--- src/rtl/pulse_scheduler.sv ---
// Shared pulse-train generator: a round-robin arbiter picks one requester and an FSM
// drives n_pulses periods of high_len cycles high / low_len cycles low on 'signal'.
module pulse_scheduler #(
  parameter int N_REQ = 4,
  parameter int CNT_W = 8
) (
  input  logic             clock,
  input  logic             reset_n,
  input  logic [N_REQ-1:0] req,
  input  logic [CNT_W-1:0] high_len,
  input  logic [CNT_W-1:0] low_len,
  input  logic [CNT_W-1:0] n_pulses,
  output logic [N_REQ-1:0] grant,
  output logic             busy,
  output logic             signal,
  output logic             done
);

  localparam int IDX_W = (N_REQ > 1) ? $clog2(N_REQ) : 1;
  localparam logic [CNT_W-1:0] CNT_ZERO = {CNT_W{1'b0}};
  localparam logic [CNT_W-1:0] CNT_ONE  = {{(CNT_W-1){1'b0}}, 1'b1};
  localparam logic [N_REQ-1:0] GNT_ZERO = {N_REQ{1'b0}};
  localparam logic [N_REQ-1:0] GNT_ONE  = {{(N_REQ-1){1'b0}}, 1'b1};

  typedef enum logic [1:0] {
    S_IDLE = 2'd0,
    S_HIGH = 2'd1,
    S_LOW  = 2'd2,
    S_DONE = 2'd3
  } state_t;

  state_t           state_q, state_d;
  logic [IDX_W-1:0] ptr_q, ptr_d;
  logic [IDX_W-1:0] idx_q, idx_d;
  logic [N_REQ-1:0] grant_q, grant_d;
  logic             busy_q, busy_d;
  logic             signal_q, signal_d;
  logic             done_q, done_d;
  logic [CNT_W-1:0] high_m1_q, high_m1_d;
  logic [CNT_W-1:0] low_m1_q, low_m1_d;
  logic [CNT_W-1:0] pulses_q, pulses_d;
  logic [CNT_W-1:0] phase_q, phase_d;

  logic             found_s;
  logic [IDX_W-1:0] pick_s;
  logic [IDX_W-1:0] cand_s;

  // Phase counters hold (effective length - 1); a zero length behaves as one cycle.
  function automatic logic [CNT_W-1:0] len_m1(input logic [CNT_W-1:0] len);
    return (len == CNT_ZERO) ? CNT_ZERO : (len - CNT_ONE);
  endfunction

  // Round-robin search: first set request at or above ptr, wrapping around.
  always_comb begin
    found_s = 1'b0;
    pick_s  = {IDX_W{1'b0}};
    cand_s  = {IDX_W{1'b0}};
    for (int i = 0; i < N_REQ; i++) begin
      cand_s = IDX_W'((int'(ptr_q) + i) % N_REQ);
      if (!found_s && req[cand_s]) begin
        found_s = 1'b1;
        pick_s  = cand_s;
      end
    end
  end

  // Next-state and next-output logic; outputs are computed one cycle ahead.
  always_comb begin
    state_d   = state_q;
    ptr_d     = ptr_q;
    idx_d     = idx_q;
    grant_d   = grant_q;
    busy_d    = busy_q;
    signal_d  = 1'b0;
    done_d    = 1'b0;
    high_m1_d = high_m1_q;
    low_m1_d  = low_m1_q;
    pulses_d  = pulses_q;
    phase_d   = phase_q;
    case (state_q)
      S_IDLE: begin
        if (found_s) begin
          grant_d   = GNT_ONE << pick_s;
          idx_d     = pick_s;
          busy_d    = 1'b1;
          high_m1_d = len_m1(high_len);
          low_m1_d  = len_m1(low_len);
          pulses_d  = n_pulses;
          if (n_pulses == CNT_ZERO) begin
            state_d = S_DONE;
            done_d  = 1'b1;
          end else begin
            state_d  = S_HIGH;
            signal_d = 1'b1;
            phase_d  = len_m1(high_len);
          end
        end else begin
          grant_d = GNT_ZERO;
          busy_d  = 1'b0;
        end
      end
      S_HIGH: begin
        if (phase_q == CNT_ZERO) begin
          state_d = S_LOW;
          phase_d = low_m1_q;
        end else begin
          signal_d = 1'b1;
          phase_d  = phase_q - CNT_ONE;
        end
      end
      S_LOW: begin
        if (phase_q == CNT_ZERO) begin
          pulses_d = pulses_q - CNT_ONE;
          if (pulses_q > CNT_ONE) begin
            state_d  = S_HIGH;
            signal_d = 1'b1;
            phase_d  = high_m1_q;
          end else begin
            state_d = S_DONE;
            done_d  = 1'b1;
          end
        end else begin
          phase_d = phase_q - CNT_ONE;
        end
      end
      S_DONE: begin
        state_d = S_IDLE;
        grant_d = GNT_ZERO;
        busy_d  = 1'b0;
        ptr_d   = IDX_W'((int'(idx_q) + 1) % N_REQ);
      end
      default: begin
        state_d = S_IDLE;
        grant_d = GNT_ZERO;
        busy_d  = 1'b0;
      end
    endcase
  end

  // State and output registers with synchronous active-low reset.
  always_ff @(posedge clock) begin
    if (!reset_n) begin
      state_q   <= S_IDLE;
      ptr_q     <= {IDX_W{1'b0}};
      idx_q     <= {IDX_W{1'b0}};
      grant_q   <= GNT_ZERO;
      busy_q    <= 1'b0;
      signal_q  <= 1'b0;
      done_q    <= 1'b0;
      high_m1_q <= CNT_ZERO;
      low_m1_q  <= CNT_ZERO;
      pulses_q  <= CNT_ZERO;
      phase_q   <= CNT_ZERO;
    end else begin
      state_q   <= state_d;
      ptr_q     <= ptr_d;
      idx_q     <= idx_d;
      grant_q   <= grant_d;
      busy_q    <= busy_d;
      signal_q  <= signal_d;
      done_q    <= done_d;
      high_m1_q <= high_m1_d;
      low_m1_q  <= low_m1_d;
      pulses_q  <= pulses_d;
      phase_q   <= phase_d;
    end
  end

  assign grant  = grant_q;
  assign busy   = busy_q;
  assign signal = signal_q;
  assign done   = done_q;

endmodule

--- config.mk ---
export PLATFORM = sky130hd
export DESIGN_NAME = pulse_scheduler
export DESIGN_NICKNAME = d
export VERILOG_FILES = /design/src/rtl/pulse_scheduler.sv
export SDC_FILE = /design/constraint.sdc
export NUM_CORES = 1
export LEC_CHECK = 0
export BUFFER_PORTS_ARGS = -buffer_cell sky130_fd_sc_hd__buf_2
export CORE_MARGIN = 2
export CORE_UTILIZATION = 40
export DETAILED_ROUTE_END_ITERATION = 10
export PLACE_DENSITY_LB_ADDON = 0.08
export SLEW_MARGIN = 20
export SYNTH_ARGS = -nofsm -noshare
export SYNTH_HDL_FRONTEND = slang
export SYNTH_SLANG_ARGS = --single-unit
--- constraint.sdc ---
create_clock -name clock -period 2.3 [get_ports clock]
set_input_delay 0.115 -clock clock [delete_from_list [all_inputs] [get_ports clock]]
set_output_delay 0.115 -clock clock [all_outputs]
set_load 0.005 [all_outputs]
==> impl_metrics.ini, run 1 <==
[global_route]
overflow = 0
use_met3_pct = 3.13
grt_pass1_vias = 2352
met2_usage_pct = 29.5
grt_most_used_layer = met2
antenna_found_initial = 0
grt_max_degree = 30
grt_usage_pct = 19.3
grt_pass1_wl_um = 11700
grtUsageMet1_pct = 28.0

[placed_design]
gp_routability_congestion = 0.795
io_buffers = 36
dp_slack_ps = 30.7
dp_hpwl_um = 5040
dpl_cell_area_sq_um = 3130

[yosys]
synthFlopType = dfxtp_1
synthCells = 349
async_flop_share_pct = 0
ys_seq_elements = 45
yosysSeqAreaShare_pct = 32.5
syn_nets = 391
synth.avg_cell_area_sq_um = 7.93
synth_area_sq_um = 2770
synth_edf_count = 0
yosysWarnings = 0
yosysUniqueCellTypes = 58

[power]
leakage_nw = 1.30
ir_drop_mv = 0.537
cellPowerDensity_nw_per_um2 = 1300

[timing]
worst_clock_skew_ps = 8.81
final-max-slew-violation-count = 0
rsz0062_at_grt = no
min_period_ps = 2130
final-setup-viol-count = 0
max_slew_margin_pct = 32.6
hold_violations = 0
tns_ps = 0
fin_ws_ps = 168
max_freq_mhz = 469
post-route-period-util_pct = 92.7
tightest_slew_ps = 1010

[critical_path]
worstPathMaxFanout = 6
crit_path_end_kind = flip-flop
required_ps = 2560
cp.arrival_ps = 2390
cp-start-kind = flip-flop
crit_type = reg -> reg

[drt]
drc = 0
drtAntennaViolNets = 0
drt_first_pass_iters = 4
vias = 2616
drtIter0Drc = 179
viasPerCell = 5.52
wl_per_cell_um = 14.3
wl_um = 6760

[cts]
h-tree-depth = 2
cts_buffers = 5
clock_path_buffers = 2
clk_pin_slew_ps = 90
cts.sinks = 45
cts_root_buffer = clkbuf_8
cts_tree = yes
cts-hold-fix-buffers = 0
clk_latency_ps = 300

[final_layout]
fill_cells = 686
design_area_sq_um = 3220
layout.cells.most_common_list = dfxtp_1, buf_2, nor2_1
finalNetCount = 437
mostFrequentLayoutCell = dfxtp_1
synthToLayoutAreaGrowth_pct = 16.2
diodes = 0
drive_gt1_share_pct = 19.5

[floorplan]
core-area_sq_um = 6760
die_area_sq_um = 7600
ioPinCount = 37
die-width_um = 87.2
rows = 30
start_util_pct = 41.0
die_h_um = 87.2

[run]
maxCapViolations = 0

[min_path]
hold_path.class = in -> reg

[status]
status = finished, final reports clean
[final timing paths]
kind,to,slack [ps],depth (start not counted),from
max,pulses_q[2]$_SDFFE_PN0P_,170,6,phase_q[2]$_SDFFE_PN0P_
min,low_m1_q[6]$_SDFFE_PN0P_,100,3,low_len[6]
max reg2reg,pulses_q[2]$_SDFFE_PN0P_,170,6,phase_q[2]$_SDFFE_PN0P_
min reg2reg,low_m1_q[2]$_SDFFE_PN0P_,460,2,low_m1_q[2]$_SDFFE_PN0P_
[registers in the layout, indices dropped and copies added (netlist names)]
name	count
phase_q	8
idx_q	2
high_m1_q	8
busy	1
low_m1_q	8
done	1
signal	1
grant	4
pulses_q	8
state_q	2
ptr_q	2
[Yosys cell counts (2+ instances only)]
cell | instances | area share, %
dfxtp_1 | 45 | 33
nor2_1 | 34 | 4.6
a21oi_1 | 28 | 5.1
nand2_1 | 28 | 3.8
o21ai_0 | 24 | 4.3
inv_1 | 17 | 2.3
clkbuf_1 | 15 | 2.0
ha_1 | 12 | 5.4
nand3_1 | 10 | 1.8
nand2b_1 | 9 | 2.0
nor3_1 | 9 | 1.6
xor2_1 | 9 | 2.8
o21a_1 | 7 | 1.9
a22oi_1 | 6 | 1.6
or4_1 | 6 | 1.6
a211oi_1 | 5 | 1.4
and2_1 | 5 | 1.1
nor4_1 | 5 | 1.1
a21boi_0 | 4 | 1.1
a221o_1 | 4 | 1.4
o31ai_1 | 4 | 1.1
or3_1 | 4 | 0.90
xnor2_1 | 4 | 1.3
a221oi_1 | 3 | 0.95
nand3b_1 | 3 | 0.81
o221a_2 | 3 | 1.2
o221ai_1 | 3 | 0.95
a2bb2oi_1 | 2 | 0.63
a311oi_1 | 2 | 0.63
a31oi_1 | 2 | 0.45
buf_2 | 2 | 0.36
buf_6 | 2 | 0.81
mux2i_1 | 2 | 0.72
nand4b_1 | 2 | 0.63
nor2b_1 | 2 | 0.45
nor3b_1 | 2 | 0.54
o22a_1 | 2 | 0.63
o22ai_1 | 2 | 0.45
or3b_2 | 2 | 0.63
[logic make-up (layout without fill, tap and decap cells)]
| family | after synthesis | in the layout | synth area share, % |
|---|---|---|---|
| and+or+nand+nor | 122 | 122 | 22.2 |
| AOI/OAI and AO/OA | 117 | 117 | 29.3 |
| DFF | 45 | 45 | 32.5 |
| buffers and inverters | 38 | 83 | 5.79 |
| xor gates and xnor gates | 13 | 13 | 4.11 |
| adders and majority gates | 12 | 12 | 5.42 |
| muxes | 2 | 2 | 0.723 |
[where the power goes]
part | switching (mW) | total (mW) | internal [mW]
registers | 0.206 | 1.25 | 1.04
logic | 1.37 | 2.46 | 1.10
clock network | 0.268 | 0.469 | 0.201
total | 1.84 | 4.18 | 2.34
[critical path: stages, from the launching register on]
cell,delay [ps]
dfxtp_1,320
or4_4,530
or3_4,420
a211o_1,380
buf_4,180
a21oi_1,130
o21a_1,130
[cell type report]
| type | instances | area (sq um) | area share [%] |
|---|---|---|---|
| multi-input cells | 266 | 1720 | 53.5 |
| flip-flops and latches | 45 | 901 | 28.0 |
| repair buffers | 59 | 353 | 11.0 |
| well taps | 80 | 100 | 3.11 |
| clock buffers | 5 | 68.8 | 2.14 |
| inverters | 18 | 67.6 | 2.10 |
| clock inverters | 1 | 5.00 | 0.156 |
[per-stage QoR]
| stage | hold slack (ps) | cells | power [mW] | util (%) |
|---|---|---|---|---|
| global route | 94.6 | 474 | 4.57 | 47.6 |
| CTS | 94.2 | 473 | 4.16 | 47.4 |
| global placement | 402 | 467 | 3.69 | 46.3 |
| finish | 98.0 | 474 | 4.18 | 47.6 |
| floorplan | 237 | 349 | 2.94 | - |
| detailed placement | 415 | 467 | 3.68 | 46.3 |
[layer usage]
layer  share of wire, %  vias to the layer above
met2                 44                       57
met5                  0                        -
li1                   -                     1366
met3                4.0                        8
met4                1.5                        0
met1                 51                     1185
[repair_timing]
item	CTS	global route
setup buffers	0	1
endpoints found under the setup margin	0	9
gates resized for setup	0	2
No activity file was read; power rests on OpenSTA's default activity.
==> run 2: changes to the inputs <==
Settings changed: CELL_PAD_IN_SITES_DETAIL_PLACEMENT set to 1, CELL_PAD_IN_SITES_GLOBAL_PLACEMENT set to 1, CORE_UTILIZATION 40 to 38, RECOVER_POWER set to 25.
==> impl_metrics.ini, run 2 (same netlist as run 1, synthesis figures left out) <==
[cts]
cts_setup_buffers = 0
cts_tree = yes
h-tree-depth = 2
cts_root_buffer = clkbuf_8
cts_resized = 0
cts_buffers = 5
clock_path_buffers = 2
clk_pin_slew_ps = 80
cts-hold-fix-buffers = 0
cts.sinks = 45
clk_latency_ps = 300

[critical_path]
cp-start-kind = flip-flop
worstPathMaxFanout = 9
crit_path_end_kind = flip-flop
required_ps = 2500
cp.arrival_ps = 2380
crit_type = reg -> reg

[final_layout]
synthToLayoutAreaGrowth_pct = 16.9
diodes = 0
drive_gt1_share_pct = 17.7
finalNetCount = 437
fill_cells = 901
mostFrequentLayoutCell = dfxtp_1
final_core_util_pct = 45.3
layout.cells.most_common_list = dfxtp_1, nor2_1, buf_2
stdcell_count = 494

[timing]
min_period_ps = 2170
tns_ps = 0
max_freq_mhz = 461
rsz0062_at_grt = no
hold_violations = 0
max_slew_margin_pct = 29.7
post-route-period-util_pct = 94.4
final-setup-viol-count = 0
final-max-slew-violation-count = 0
worst_clock_skew_ps = 8.06
tightest_slew_ps = 1050

[drt]
drt-met1-wl_um = 3950
wl_um = 7980
drtAntennaViolNets = 0
vias = 2724
dr_wl_met2_um = 3620
top_layer = met4
drt_first_pass_iters = 4
drc = 0
wl_met3_um = 324
viasPerCell = 5.51
wl_per_cell_um = 16.1
drtIter0Drc = 133

[floorplan]
die_h_um = 89.3
rows = 31
start_util_pct = 38.8
die_area_sq_um = 7980
core-area_sq_um = 7140
ioPinCount = 37
die-width_um = 89.3

[global_route]
grt_usage_pct = 21.7
grt_pass1_vias = 2637
antenna_found_initial = 0
overflow = 0
grt_max_degree = 30
grt_pass1_wl_um = 13300

[power]
p_sw_share_pct = 45.2
cellPowerDensity_nw_per_um2 = 1320
ir_drop_mv = 0.457
seqPwrFrac_pct = 29.2
leakage_nw = 1.28
p_total_mw = 4.28
clock_power_share_pct = 11.8
cell_internal_pwr_mw = 2.35
p_sw_mw = 1.93
combPwrFrac_pct = 59.0

[placed_design]
dpl.cell_count = 487
dp_hpwl_um = 6090
gp_routability_congestion = 0.843
io_buffers = 36

[run]
maxCapViolations = 0

[status]
status = finished, final reports clean

[min_path]
hold_path.class = in -> reg
-- run 2: cell count changes in the layout (fill, tap and decap cells not counted), sizes merged --
cell,previous run,this run
clkbuf,5,13
buf,59,53
clkinv,2,1
-- run 2: metrics by stage --
step                      area, sq um  hold slack [ps]  worst slack, ps
after global placement           3160              407             87.7
after detailed placement         3160              427             11.7
after CTS                        3250              102             12.2
final                            3230              106              129
after global routing             3230              107             13.9
after floorplan                  2770              237             22.2
-- run 2: worst max-delay path, cell delays in order, from the launching register on --
cell,delay [ps]
dfxtp_1,320
or4_4,530
or3_4,430
a211oi_4,420
a21boi_0,180
o21a_1,190
-- run 2: layout make-up --
cell class	count	area, sq um	share of cell area (%)
flip-flops and latches	45	901	27.9
repair buffers	59	344	10.6
clock buffers	7	86.3	2.67
inverters	18	67.6	2.09
multi-input cells	266	1710	52.9
well taps	99	124	3.83
-- run 2: worst paths after layout --
| path | startpoint | end | slack (ps) | cells after the start |
|---|---|---|---|---|
| setup / recovery | phase_q[2]$_SDFFE_PN0P_ | pulses_q[5]$_SDFFE_PN0P_ | 130 | 5 |
| hold / removal | low_len[6] | low_m1_q[6]$_SDFFE_PN0P_ | 110 | 3 |
| setup reg to reg | phase_q[2]$_SDFFE_PN0P_ | pulses_q[5]$_SDFFE_PN0P_ | 130 | 5 |
| hold reg to reg | low_m1_q[3]$_SDFFE_PN0P_ | low_m1_q[3]$_SDFFE_PN0P_ | 470 | 2 |
-- run 2: power by group through the flow --
| stage | sequential [mW] | clock (mW) | combinational [mW] |
|---|---|---|---|
| 5_1_grt | 1.28 | 0.559 | 2.85 |
| 3_3_place_gp | 1.26 | 0 | 2.47 |
| 4_1_cts | 1.25 | 0.529 | 2.55 |
| 6_report | 1.25 | 0.504 | 2.53 |
| 3_5_place_dp | 1.26 | 0 | 2.53 |
| 2_1_floorplan | 1.21 | 0 | 1.73 |
-- run 2: layer usage --
metal / global-route usage (%) / up-vias
met5: 0 / -
met4: 5.70 / 0
met3: 3.14 / 6
met2: 34.1 / 46
met1: 31.1 / 1311
li1: - / 1361
==> run 3: changes to the inputs <==
Settings changed: CORE_ASPECT_RATIO set to 1.2.
==> impl_metrics.ini, run 3 (same netlist as run 1, synthesis figures left out) <==
[placed_design]
gp_routability_congestion = 0.783
dpl.cell_count = 480
dpl_cell_area_sq_um = 3160
io_buffers = 36
dp_hpwl_um = 6190

[final_layout]
layout.cells.most_common_list = dfxtp_1, nor2_1, buf_2
stdcell_count = 490
drive_gt1_share_pct = 18.8
mostFrequentLayoutCell = dfxtp_1
multi_input_area_sq_um = 1720
diodes = 0
finalNetCount = 441
synthToLayoutAreaGrowth_pct = 19.2
fill_cells = 903
regArea_sq_um = 901
design_area_sq_um = 3300
final_core_util_pct = 46.1

[power]
cellPowerDensity_nw_per_um2 = 1380
ir_drop_mv = 0.482
leakage_nw = 1.32
combPwrFrac_pct = 56.6
p_sw_share_pct = 43.5
p_sw_mw = 1.98
cell_internal_pwr_mw = 2.57
seqPwrFrac_pct = 27.4
clock_power_share_pct = 16.0

[cts]
h-tree-depth = 2
cts-hold-fix-buffers = 0
clock_path_buffers = 2
cts_tree = yes
clk_latency_ps = 310
cts.sinks = 45
cts_root_buffer = clkbuf_8
cts_buffers = 5
clk_pin_slew_ps = 100

[floorplan]
rows = 34
die_h_um = 97.5
die-width_um = 81.9
die_area_sq_um = 7980
ioPinCount = 37
core-area_sq_um = 7150
start_util_pct = 38.7

[timing]
hold_violations = 0
tns_ps = 0
max_slew_margin_pct = 31.8
min_period_ps = 2160
tightest_slew_ps = 1020
final-max-slew-violation-count = 0
max_freq_mhz = 464
rsz0062_at_grt = no
worst_clock_skew_ps = 8.77
post-route-period-util_pct = 93.8
final-setup-viol-count = 0

[critical_path]
crit_type = reg -> reg
cp.arrival_ps = 2420
crit_path_end_kind = flip-flop
required_ps = 2560
worstPathMaxFanout = 6
cp-start-kind = flip-flop

[global_route]
grt_max_degree = 30
grt_pass1_wl_um = 14200
grt_usage_pct = 22.3
overflow = 0
grt_pass1_vias = 2927
antenna_found_initial = 0

[drt]
vias = 2815
drtIter0Drc = 82
viasPerCell = 5.74
drtAntennaViolNets = 0
drc = 0
wl_um = 8170
drt_first_pass_iters = 4
wl_per_cell_um = 16.7

[run]
maxCapViolations = 0

[status]
status = finished, final reports clean

[min_path]
hold_path.class = in -> reg
run 3: cell count changes in the layout (fill, tap and decap cells not counted), sizes merged:
cell / change
buf: +2
bufinv: +2
clkinv: +1
run 3: worst max-delay path, cell delays in order, from the launching register on:
cell and delay, ps:
dfxtp_1 330, or4_4 540, or3_4 430, a211o_1 390
buf_4 170, a21oi_1 130, o21a_1 120
run 3: worst paths after layout:
| kind | start | endpoint | slack (ps) | cells after the start |
|---|---|---|---|---|
| worst max-delay path | phase_q[2]$_SDFFE_PN0P_ | pulses_q[6]$_SDFFE_PN0P_ | 140 | 6 |
| worst min-delay path | low_len[6] | low_m1_q[6]$_SDFFE_PN0P_ | 90 | 3 |
| worst max register to register | phase_q[2]$_SDFFE_PN0P_ | pulses_q[6]$_SDFFE_PN0P_ | 140 | 6 |
| worst min register to register | low_m1_q[3]$_SDFFE_PN0P_ | low_m1_q[3]$_SDFFE_PN0P_ | 460 | 2 |
run 3: what timing repair did:
| item | CTS | global route |
|---|---|---|
| setup buffers | 0 | 2 |
| pin swaps | 1 | 0 |
| gates resized for setup | 0 | 1 |
| gates cloned | 0 | 0 |
| endpoints found under the hold margin | 0 | 0 |
| endpoints found under the setup margin | 2 | 9 |
run 3: power by group through the flow:
| stage | combinational (mW) | clock [mW] | sequential, mW |
|---|---|---|---|
| 4_1_cts | 2.58 | 0.747 | 1.25 |
| 5_1_grt | 2.89 | 0.774 | 1.29 |
| 6_report | 2.58 | 0.730 | 1.25 |
| 3_5_place_dp | 2.55 | 0 | 1.26 |
| 2_1_floorplan | 1.73 | 0 | 1.21 |
| 3_3_place_gp | 2.49 | 0 | 1.25 |
run 3: area by class of cell:
class / instances / share of cell area (%)
Tap cell: 90 / 3.41
Inverter: 18 / 2.05
Timing Repair Buffer: 63 / 11.0
Clock inverter: 3 / 1.97
Clock buffer: 5 / 2.09
Multi-Input combinational cell: 266 / 52.1
Sequential cell: 45 / 27.3
run 3: per-stage QoR:
| stage | power (mW) | worst slack (ps) | hold WS, ps |
|---|---|---|---|
| 4_1_cts | 4.57 | 15.5 | 86.0 |
| 3_3_place_gp | 3.74 | 79.1 | 403 |
| 5_1_grt | 4.95 | 27.3 | 122 |
| 2_1_floorplan | 2.94 | 22.2 | 237 |
| 3_5_place_dp | 3.82 | 4.79 | 408 |
| 6_report | 4.55 | 144 | 91.5 |
run 3: routing by layer:
metal / track usage [%] / up-vias / part of all wire [%]
met3: 3.16 / 11 / 3.1
met4: 6.28 / 0 / 1.5
met5: 0 / - / 0
met2: 37.4 / 54 / 50
met1: 29.2 / 1376 / 45
li1: - / 1374 / -
